`config.mk`:
```
export PLATFORM = sky130hd
export DESIGN_NAME = pwm_sequencer
export DESIGN_NICKNAME = d
export VERILOG_FILES = /design/src/rtl/pwm_sequencer_pkg.sv /design/src/rtl/pwm_sequencer_channel.sv /design/src/rtl/pwm_sequencer.sv
export SDC_FILE = /design/constraint.sdc
export NUM_CORES = 1
export LEC_CHECK = 0
export ABC_AREA = 1
export BUFFER_PORTS_ARGS = -buffer_cell sky130_fd_sc_hd__buf_2
export CORE_ASPECT_RATIO = 0.7
export CORE_MARGIN = 2
export CORE_UTILIZATION = 45
export DETAILED_ROUTE_END_ITERATION = 8
export PLACE_DENSITY = 0.62
export SETUP_SLACK_MARGIN = 0.2
export SLEW_MARGIN = 20
export SYNTH_ARGS = -nofsm -noshare
export SYNTH_HDL_FRONTEND = slang
export SYNTH_HIERARCHICAL = 1
export SYNTH_SLANG_ARGS = --single-unit
```
`constraint.sdc`:
```
create_clock -name clk -period 2.35 [get_ports clk]
set_input_delay 0.47 -clock clk [delete_from_list [all_inputs] [get_ports clk]]
set_output_delay 0.47 -clock clk [all_outputs]
set_load 0.02 [all_outputs]
```
`src/rtl/pwm_sequencer_pkg.sv`:
```
// Shared types and helpers for the PWM sequencer: FSM state encoding and
// the per-channel phase offset calculation.
package pwm_sequencer_pkg;

    // State codes are visible on the state port, so the encoding is fixed.
    typedef enum logic [1:0] {
        ST_IDLE      = 2'd0,
        ST_RAMP_UP   = 2'd1,
        ST_RAMP_DOWN = 2'd2,
        ST_HOLD      = 2'd3
    } state_t;

    // Reset preload for channel k: k*phase folded into one period.
    function automatic int unsigned phase_offset(
        input int unsigned k,
        input int unsigned phase,
        input int unsigned period
    );
        return (k * phase) % (period + 1);
    endfunction

endpackage

```
`src/rtl/pwm_sequencer_channel.sv`:
```
// One PWM output: a free-running wrapping counter preloaded with its phase
// offset, and a registered compare against the shared applied duty.
module pwm_channel
    import pwm_sequencer_pkg::*;
#(
    parameter int unsigned WIDTH  = 8,
    parameter int unsigned PERIOD = 255,
    parameter int unsigned INIT   = 0
) (
    input  logic             clk,
    input  logic             rst,
    input  logic [WIDTH-1:0] duty,
    output logic             out
);

    localparam logic [WIDTH-1:0] CNT_MAX  = WIDTH'(PERIOD);
    localparam logic [WIDTH-1:0] CNT_INIT = WIDTH'(INIT);

    logic [WIDTH-1:0] cnt;

    // Phase counter: 0..PERIOD, wraps, starts at the channel's offset.
    always_ff @(posedge clk) begin
        if (rst) begin
            cnt <= CNT_INIT;
        end else if (cnt == CNT_MAX) begin
            cnt <= '0;
        end else begin
            cnt <= cnt + WIDTH'(1);
        end
    end

    // Registered compare keeps the pin free of combinational glitches.
    always_ff @(posedge clk) begin
        if (rst) begin
            out <= 1'b0;
        end else begin
            out <= (cnt < duty);
        end
    end

endmodule

```
`src/rtl/pwm_sequencer.sv`:
```
// PWM sequencer top: main period counter, ramp divider, button-driven FSM,
// target/applied duty registers and CHANNELS phase-shifted PWM outputs.
module pwm_sequencer
    import pwm_sequencer_pkg::*;
#(
    parameter int unsigned WIDTH    = 8,
    parameter int unsigned PERIOD   = 255,
    parameter int unsigned CHANNELS = 2,
    parameter int unsigned PHASE    = 0,
    parameter int unsigned STEP     = 16,
    parameter int unsigned RAMP_DIV = 4
) (
    input  logic                clk,
    input  logic                rst,
    input  logic                step,
    output logic [CHANNELS-1:0] pwm,
    output logic [WIDTH-1:0]    duty,
    output logic [1:0]          state,
    output logic                period_end
);

    localparam int unsigned      DIV_W    = (RAMP_DIV > 1) ? $clog2(RAMP_DIV) : 1;
    localparam logic [WIDTH-1:0] CNT_MAX  = WIDTH'(PERIOD);
    localparam logic [WIDTH:0]   PERIOD_X = (WIDTH + 1)'(PERIOD);
    localparam logic [WIDTH:0]   STEP_X   = (WIDTH + 1)'(STEP);
    localparam logic [DIV_W-1:0] DIV_LAST = DIV_W'(RAMP_DIV - 1);

    logic [WIDTH-1:0] cnt;
    logic [DIV_W-1:0] div_cnt;
    logic [DIV_W-1:0] div_nx;
    state_t           st_q;
    state_t           st_d;
    logic [WIDTH-1:0] tgt_q;
    logic [WIDTH-1:0] tgt_d;
    logic [WIDTH-1:0] act_q;
    logic             ramping;
    logic             tick;
    logic [WIDTH:0]   up_sum;
    logic [WIDTH:0]   dn_diff;

    assign period_end = (cnt == CNT_MAX);
    assign ramping    = (st_q == ST_RAMP_UP) || (st_q == ST_RAMP_DOWN);
    assign tick       = period_end && ramping && (div_cnt == DIV_LAST);

    // One extra bit so saturation can be detected without wrap-around.
    assign up_sum  = {1'b0, tgt_q} + STEP_X;
    assign dn_diff = {1'b0, tgt_q} - STEP_X;

    assign duty  = act_q;
    assign state = st_q;

    // Main period counter: never stalled, independent of FSM state.
    always_ff @(posedge clk) begin
        if (rst) begin
            cnt <= '0;
        end else if (period_end) begin
            cnt <= '0;
        end else begin
            cnt <= cnt + WIDTH'(1);
        end
    end

    // Ramp divider: counts period ends while ramping, held in HOLD, cleared in IDLE.
    always_comb begin
        div_nx = div_cnt;
        case (st_q)
            ST_IDLE: div_nx = '0;
            ST_RAMP_UP, ST_RAMP_DOWN: begin
                if (period_end) begin
                    div_nx = (div_cnt == DIV_LAST) ? '0 : div_cnt + DIV_W'(1);
                end
            end
            default: div_nx = div_cnt;
        endcase
    end

    // Divider register.
    always_ff @(posedge clk) begin
        if (rst) begin
            div_cnt <= '0;
        end else begin
            div_cnt <= div_nx;
        end
    end

    // FSM next state and target duty. The tick's duty update is applied
    // first; a step in the same cycle then overrides only the state, except
    // in HOLD where it also clears the target.
    always_comb begin
        st_d  = st_q;
        tgt_d = tgt_q;
        case (st_q)
            ST_IDLE: begin
                tgt_d = '0;
                if (step) begin
                    st_d = ST_RAMP_UP;
                end
            end
            ST_RAMP_UP: begin
                if (tick) begin
                    if (up_sum >= PERIOD_X) begin
                        tgt_d = CNT_MAX;
                        st_d  = ST_RAMP_DOWN;
                    end else begin
                        tgt_d = up_sum[WIDTH-1:0];
                    end
                end
                if (step) begin
                    st_d = ST_HOLD;
                end
            end
            ST_RAMP_DOWN: begin
                if (tick) begin
                    if (dn_diff[WIDTH] || (dn_diff == '0)) begin
                        tgt_d = '0;
                        st_d  = ST_RAMP_UP;
                    end else begin
                        tgt_d = dn_diff[WIDTH-1:0];
                    end
                end
                if (step) begin
                    st_d = ST_HOLD;
                end
            end
            ST_HOLD: begin
                if (step) begin
                    st_d  = ST_IDLE;
                    tgt_d = '0;
                end
            end
            default: begin
                st_d  = ST_IDLE;
                tgt_d = '0;
            end
        endcase
    end

    // State, target and applied duty; applied duty only loads at period end.
    always_ff @(posedge clk) begin
        if (rst) begin
            st_q  <= ST_IDLE;
            tgt_q <= '0;
            act_q <= '0;
        end else begin
            st_q  <= st_d;
            tgt_q <= tgt_d;
            if (period_end) begin
                act_q <= tgt_d;
            end
        end
    end

    // One channel per output, each preloaded with its phase offset.
    for (genvar k = 0; k < CHANNELS; k++) begin : g_ch
        pwm_channel #(
            .WIDTH  (WIDTH),
            .PERIOD (PERIOD),
            .INIT   (phase_offset(k, PHASE, PERIOD))
        ) u_ch (
            .clk  (clk),
            .rst  (rst),
            .duty (act_q),
            .out  (pwm[k])
        );
    end

endmodule

```
# Yosys cells after proc, flatten, opt, wreduce, memory -nomap -nowiden
# Cells that the tools add are included.
# word_totals
register_bits	46
latchBits	0
mem_bits_rw	0
rom_bits	0
inputBits	3
output_inout_bits	13
mem_count	0
# classes
addsub	6
multipliers	0
div_mod_pow	0
magnitude_cmp	3
eq_ne	14
shift	0
n_mux	18
bitwise_logic	0
reduce_logical	13
# ops
op	count
8-bit two-way mux	5
8-bit case mux with 4 select lines	1
8-bit by 1-bit adder with 8-bit output, second input constant	3
8-bit == test, second input constant	3
2-bit two-way mux	10
8-bit < comparator	2
8-bit by 5-bit adder with 9-bit output, second input constant	1
9-bit by 8-bit greater-or-equal comparator with 1-bit output, second input constant	1
9-bit zero test	1
8-bit by 5-bit subtractor with 9-bit output, second input constant	1
2-bit case mux with 4 select lines	1
2-bit OR reduction	4
2-bit == test, second input constant	3
2-bit inequality test, second input constant	3
3-bit by 2-bit inequality test with 1-bit output, second input constant	2
3-bit inequality test, second input constant	2
6-bit AND reduction	1
2-bit case mux with 2 select lines	1
2-bit by 1-bit adder with 2-bit output, second input constant	1
2-bit by 1-bit == test with 1-bit output, second input constant	1
1-bit logical AND	2
2-bit zero test	1
1-bit logical OR	2
2-bit AND reduction	1
2-bit nonzero test	1

# Longest topological paths before layout
# logic_depth
depth_word	7
mapped_depth	13
depth_no_buf	13

# Cells and area by module
# Netlist, hierarchy kept.
# modules_own_cells
module	n_inst	cells_each	area_each_um2	seq_area_each_um2
pwm_sequencer	1	225	1592.8	560.5
pwm_channel	2	77	561.8	180.2

# Worst setup path after synthesis
# No wires, ideal clock.
# synth_timing
path_type	register to register
startpoint	register st_q[0] (netlist: state[0])
endpoint	register act_q[3] (netlist: duty[3])
setup_time_ns	0.129
arrival_ns	1.860
path_slack_ns	0.361
path_stages_with_launch	10
synth_period_minus_slack_ns	1.989
path_cell_list	dfxtp_1 > inv_1 > ha_1 > bufinv_8 > nor3_4 > nand3_4 > nand2_1 > nand3_2 > nand3_1 > a21oi_1
# synth_between
elab_chain_len	6
word_cells_on_any_way	10
# synth_rtl
item	line_no	rtl
start: declaration	pwm_sequencer.sv:31	state_t st_q;
start signal: assignment	pwm_sequencer.sv:145	st_q <= st_d;
2-bit by 1-bit == test with 1-bit output or 2-bit == test (tied branches)	pwm_sequencer.sv:42, pwm_sequencer.sv:92	
1-bit logical OR	pwm_sequencer.sv:42	assign ramping = (st_q == ST_RAMP_UP) || (st_q == ST_RAMP_DOWN);
1-bit logical AND (2 in a row)	pwm_sequencer.sv:43	assign tick = period_end && ramping && (div_cnt == DIV_LAST);
8-bit two-way mux (on tied branches)	pwm_sequencer.sv:113, pwm_sequencer.sv:100	
8-bit case mux with 4 select lines (*)	pwm_sequencer.sv:92	case (st_q)
end signal: assignment	pwm_sequencer.sv:148	act_q <= tgt_d;
end: declaration	pwm_sequencer.sv:35	logic [WIDTH-1:0] act_q;
# Every way passes the cells marked *; elsewhere a longest branch is shown, timed or not.
# A chain may end at the register's enable or synchronous reset.

==> summary.txt <==
Peak VDD IR -> 0.245 mV
clock transition at the registers of the reported paths -> 0.08 ns
fmax -> 500 MHz
first-pass GRT wire length -> 9.84 mm
row count -> 23
port bufs -> 15
RD Place Congestion -> 0.828
Post-synth EDFFs -> 0
Arrival @ worst endpoint -> 1.53 ns
initial core utilization -> 0.470
RSZ-0062 raised after global routing -> false
crit path cell chain -> ha_1, nand2_2, nor2_4, nand2_4, clkinvlp_4, buf_2
PwrDens -> 601 mW/mm^2
Min-Delay Path Class -> reg -> reg
Setup WS pre-CTS -> 0.338 ns
antenna viol nets, final -> 0
Worst Hold Margin -> 0.453 ns
DRT Pass-1 Iters -> 4
Num CTS Buffers -> 5
Core ar. -> 0.00578 mm^2
crit path launch type -> register
total negative slack -> 0 ns
worst-path maximum fanout -> 9
H-tree depth -> 2
Post-synth top flop -> dfxtp_1
CTS sink cnt -> 46
MaxCap Viol Count -> 0
initial DRC count -> 75
Placed Area -> 0.00288 mm^2
WS Path Type -> reg -> out
# diodes -> 0
Cells after Synth -> 379
fillers -> 560
DP Cell Count -> 467
Non-Filler Instances -> 475
sequential cell area fraction in the yosys report -> 0.339
YS warnings -> 6
most frequent cells in the layout -> 81 x nand2_1, 61 x inv_1, 43 x dfxtp_1
vias post-DR -> 2309
status -> finished, final reports clean
GRT Total Usage -> 0.176
Tightest Pin Transition -> 0.543 ns
biggest cell delay along the critical path -> 0.36 ns
synthesized area -> 0.00272 mm^2
FF+latch count, synth -> 46
largest net degree at the start of global routing -> 16
syn_nets -> 408
Post-Layout Inst Area -> 0.00298 mm^2
residual DRC count -> 0
number of distinct library cells after synthesis -> 32
Crit. End Element -> output port
worst rel slew slack -> 0.637
Root Buffer -> clkbuf_8
Final Slew Violations -> 0
initial antenna violation count -> 0
commonest non-fill, non-tap cell in the layout -> nand2_1
Skew-Pair Late Insertion Delay -> 0.30 ns
Post-synth ARST share -> 0
Max clock buf depth -> 2
Area Growth Syn to Fin -> 9.67%
Die Y -> 69.0 um
total gr overflow -> 0
post-layout util -> 0.515
P_leak -> 1.42 nW
DP HPWL -> 4.26 mm
Max stage delay cell, worst path -> dfxtp_1
Setup-failing EPs final -> 0
Final #Nets -> 428
Routed WL per cell -> 11.3 um
die area -> 0.00668 mm^2
post-route minimum period -> 2.00 ns
Worst EP required -> 1.88 ns
vias per cell -> 4.86
layout cells sized above 1 -> 0.145
number of global-route vias before repair -> 2193
Hold Vio Cnt, Final -> 0
Clock Skew -> 0.00563 ns
fin crit share -> 0.851
overall power -> 1.79 mW
total wire length -> 5.35 mm
CTS tree -> done
Die X -> 96.9 um
slack of the critical path -> 0.349 ns
Ports -> 16
Syn Area/Cell -> 7.17 um^2
==> what timing repair did <==
| action | in CTS | in global routing |
|---|---|---|
| gates resized for setup | 0 | 4 |
| hold endpoints to repair | 0 | 0 |
| hold buffers | 0 | 0 |
| setup buffers | 0 | 0 |
| endpoints found under the setup margin | 0 | 9 |
==> final cells by class <==
type                    count  area [um^2]  area share
inverters                  69          282      0.0945
clock inverters             1         5.00     0.00168
repair buffers             16         82.6      0.0277
clock buffers               7         86.3      0.0290
flip-flops and latches     46          925       0.310
multi-input cells         261         1510       0.505
well taps                  75         93.8      0.0315
==> cells in the mapped netlist, types with 3 or more instances <==
cell / count / area share
nand2_1: 81 / 0.11
inv_1: 61 / 0.084
dfxtp_1: 46 / 0.34
nor2_1: 41 / 0.057
a21oi_1: 27 / 0.050
ha_1: 26 / 0.12
nand3_1: 25 / 0.046
nand2_2: 9 / 0.021
nand4_1: 8 / 0.018
o21ai_0: 8 / 0.015
xnor2_1: 7 / 0.023
nor2_2: 4 / 0.0092
nor2_4: 4 / 0.017
inv_2: 3 / 0.0041
nand3_2: 3 / 0.011
o211ai_1: 3 / 0.0083
==> flip-flops by register name, indices dropped and copies added (netlist names) <==
name	count
g_ch.u_ch/cnt	16
state	2
tgt_q	8
cnt	8
g_ch.u_ch/out	2
duty	8
div_cnt	2
==> where the power goes <==
part           switching, mW  leakage (nW)  internal, mW  total [mW]
logic                  0.267         0.994         0.175       0.443
registers             0.0348         0.374         0.812       0.847
clock network          0.263        0.0482         0.238       0.500
total                  0.565          1.42          1.22        1.79
==> critical path, delay by kind of cell (launching register included) <==
family                     cells  cell delay [ns]
DFF                            1             0.36
buffers and inverters          2             0.35
and+or+nand+nor                3             0.32
adders and majority gates      1             0.19
==> logic make-up (layout without fill, tap and decap cells) <==
kind of cell,Yosys count,count (layout),share of synthesized area
AOI/OAI and AO/OA,44,44,0.0903
buffers and inverters,72,93,0.107
and+or+nand+nor,183,183,0.318
xor gates and xnor gates,8,8,0.0258
DFF,46,46,0.339
adders and majority gates,26,26,0.120
==> per-layer routing <==
metal	vias up	global-route usage	wire (um)
li1	1239	-	-
met1	1040	0.253	2790
met2	24	0.267	2260
met3	6	0.0365	240
met4	0	0.0485	65
met5	-	0	0
==> worst paths after layout <==
kind	slack (ns)	startpoint	cells after the start	endpoint
max	0.35	cnt[0]	6	period_end
min	0.45	cnt[0]	1	cnt[0]
max reg2reg	0.42	state[1]	9	duty[3]
min reg2reg	0.45	cnt[0]	1	cnt[0]
Power figures use the tool's default switching activity.
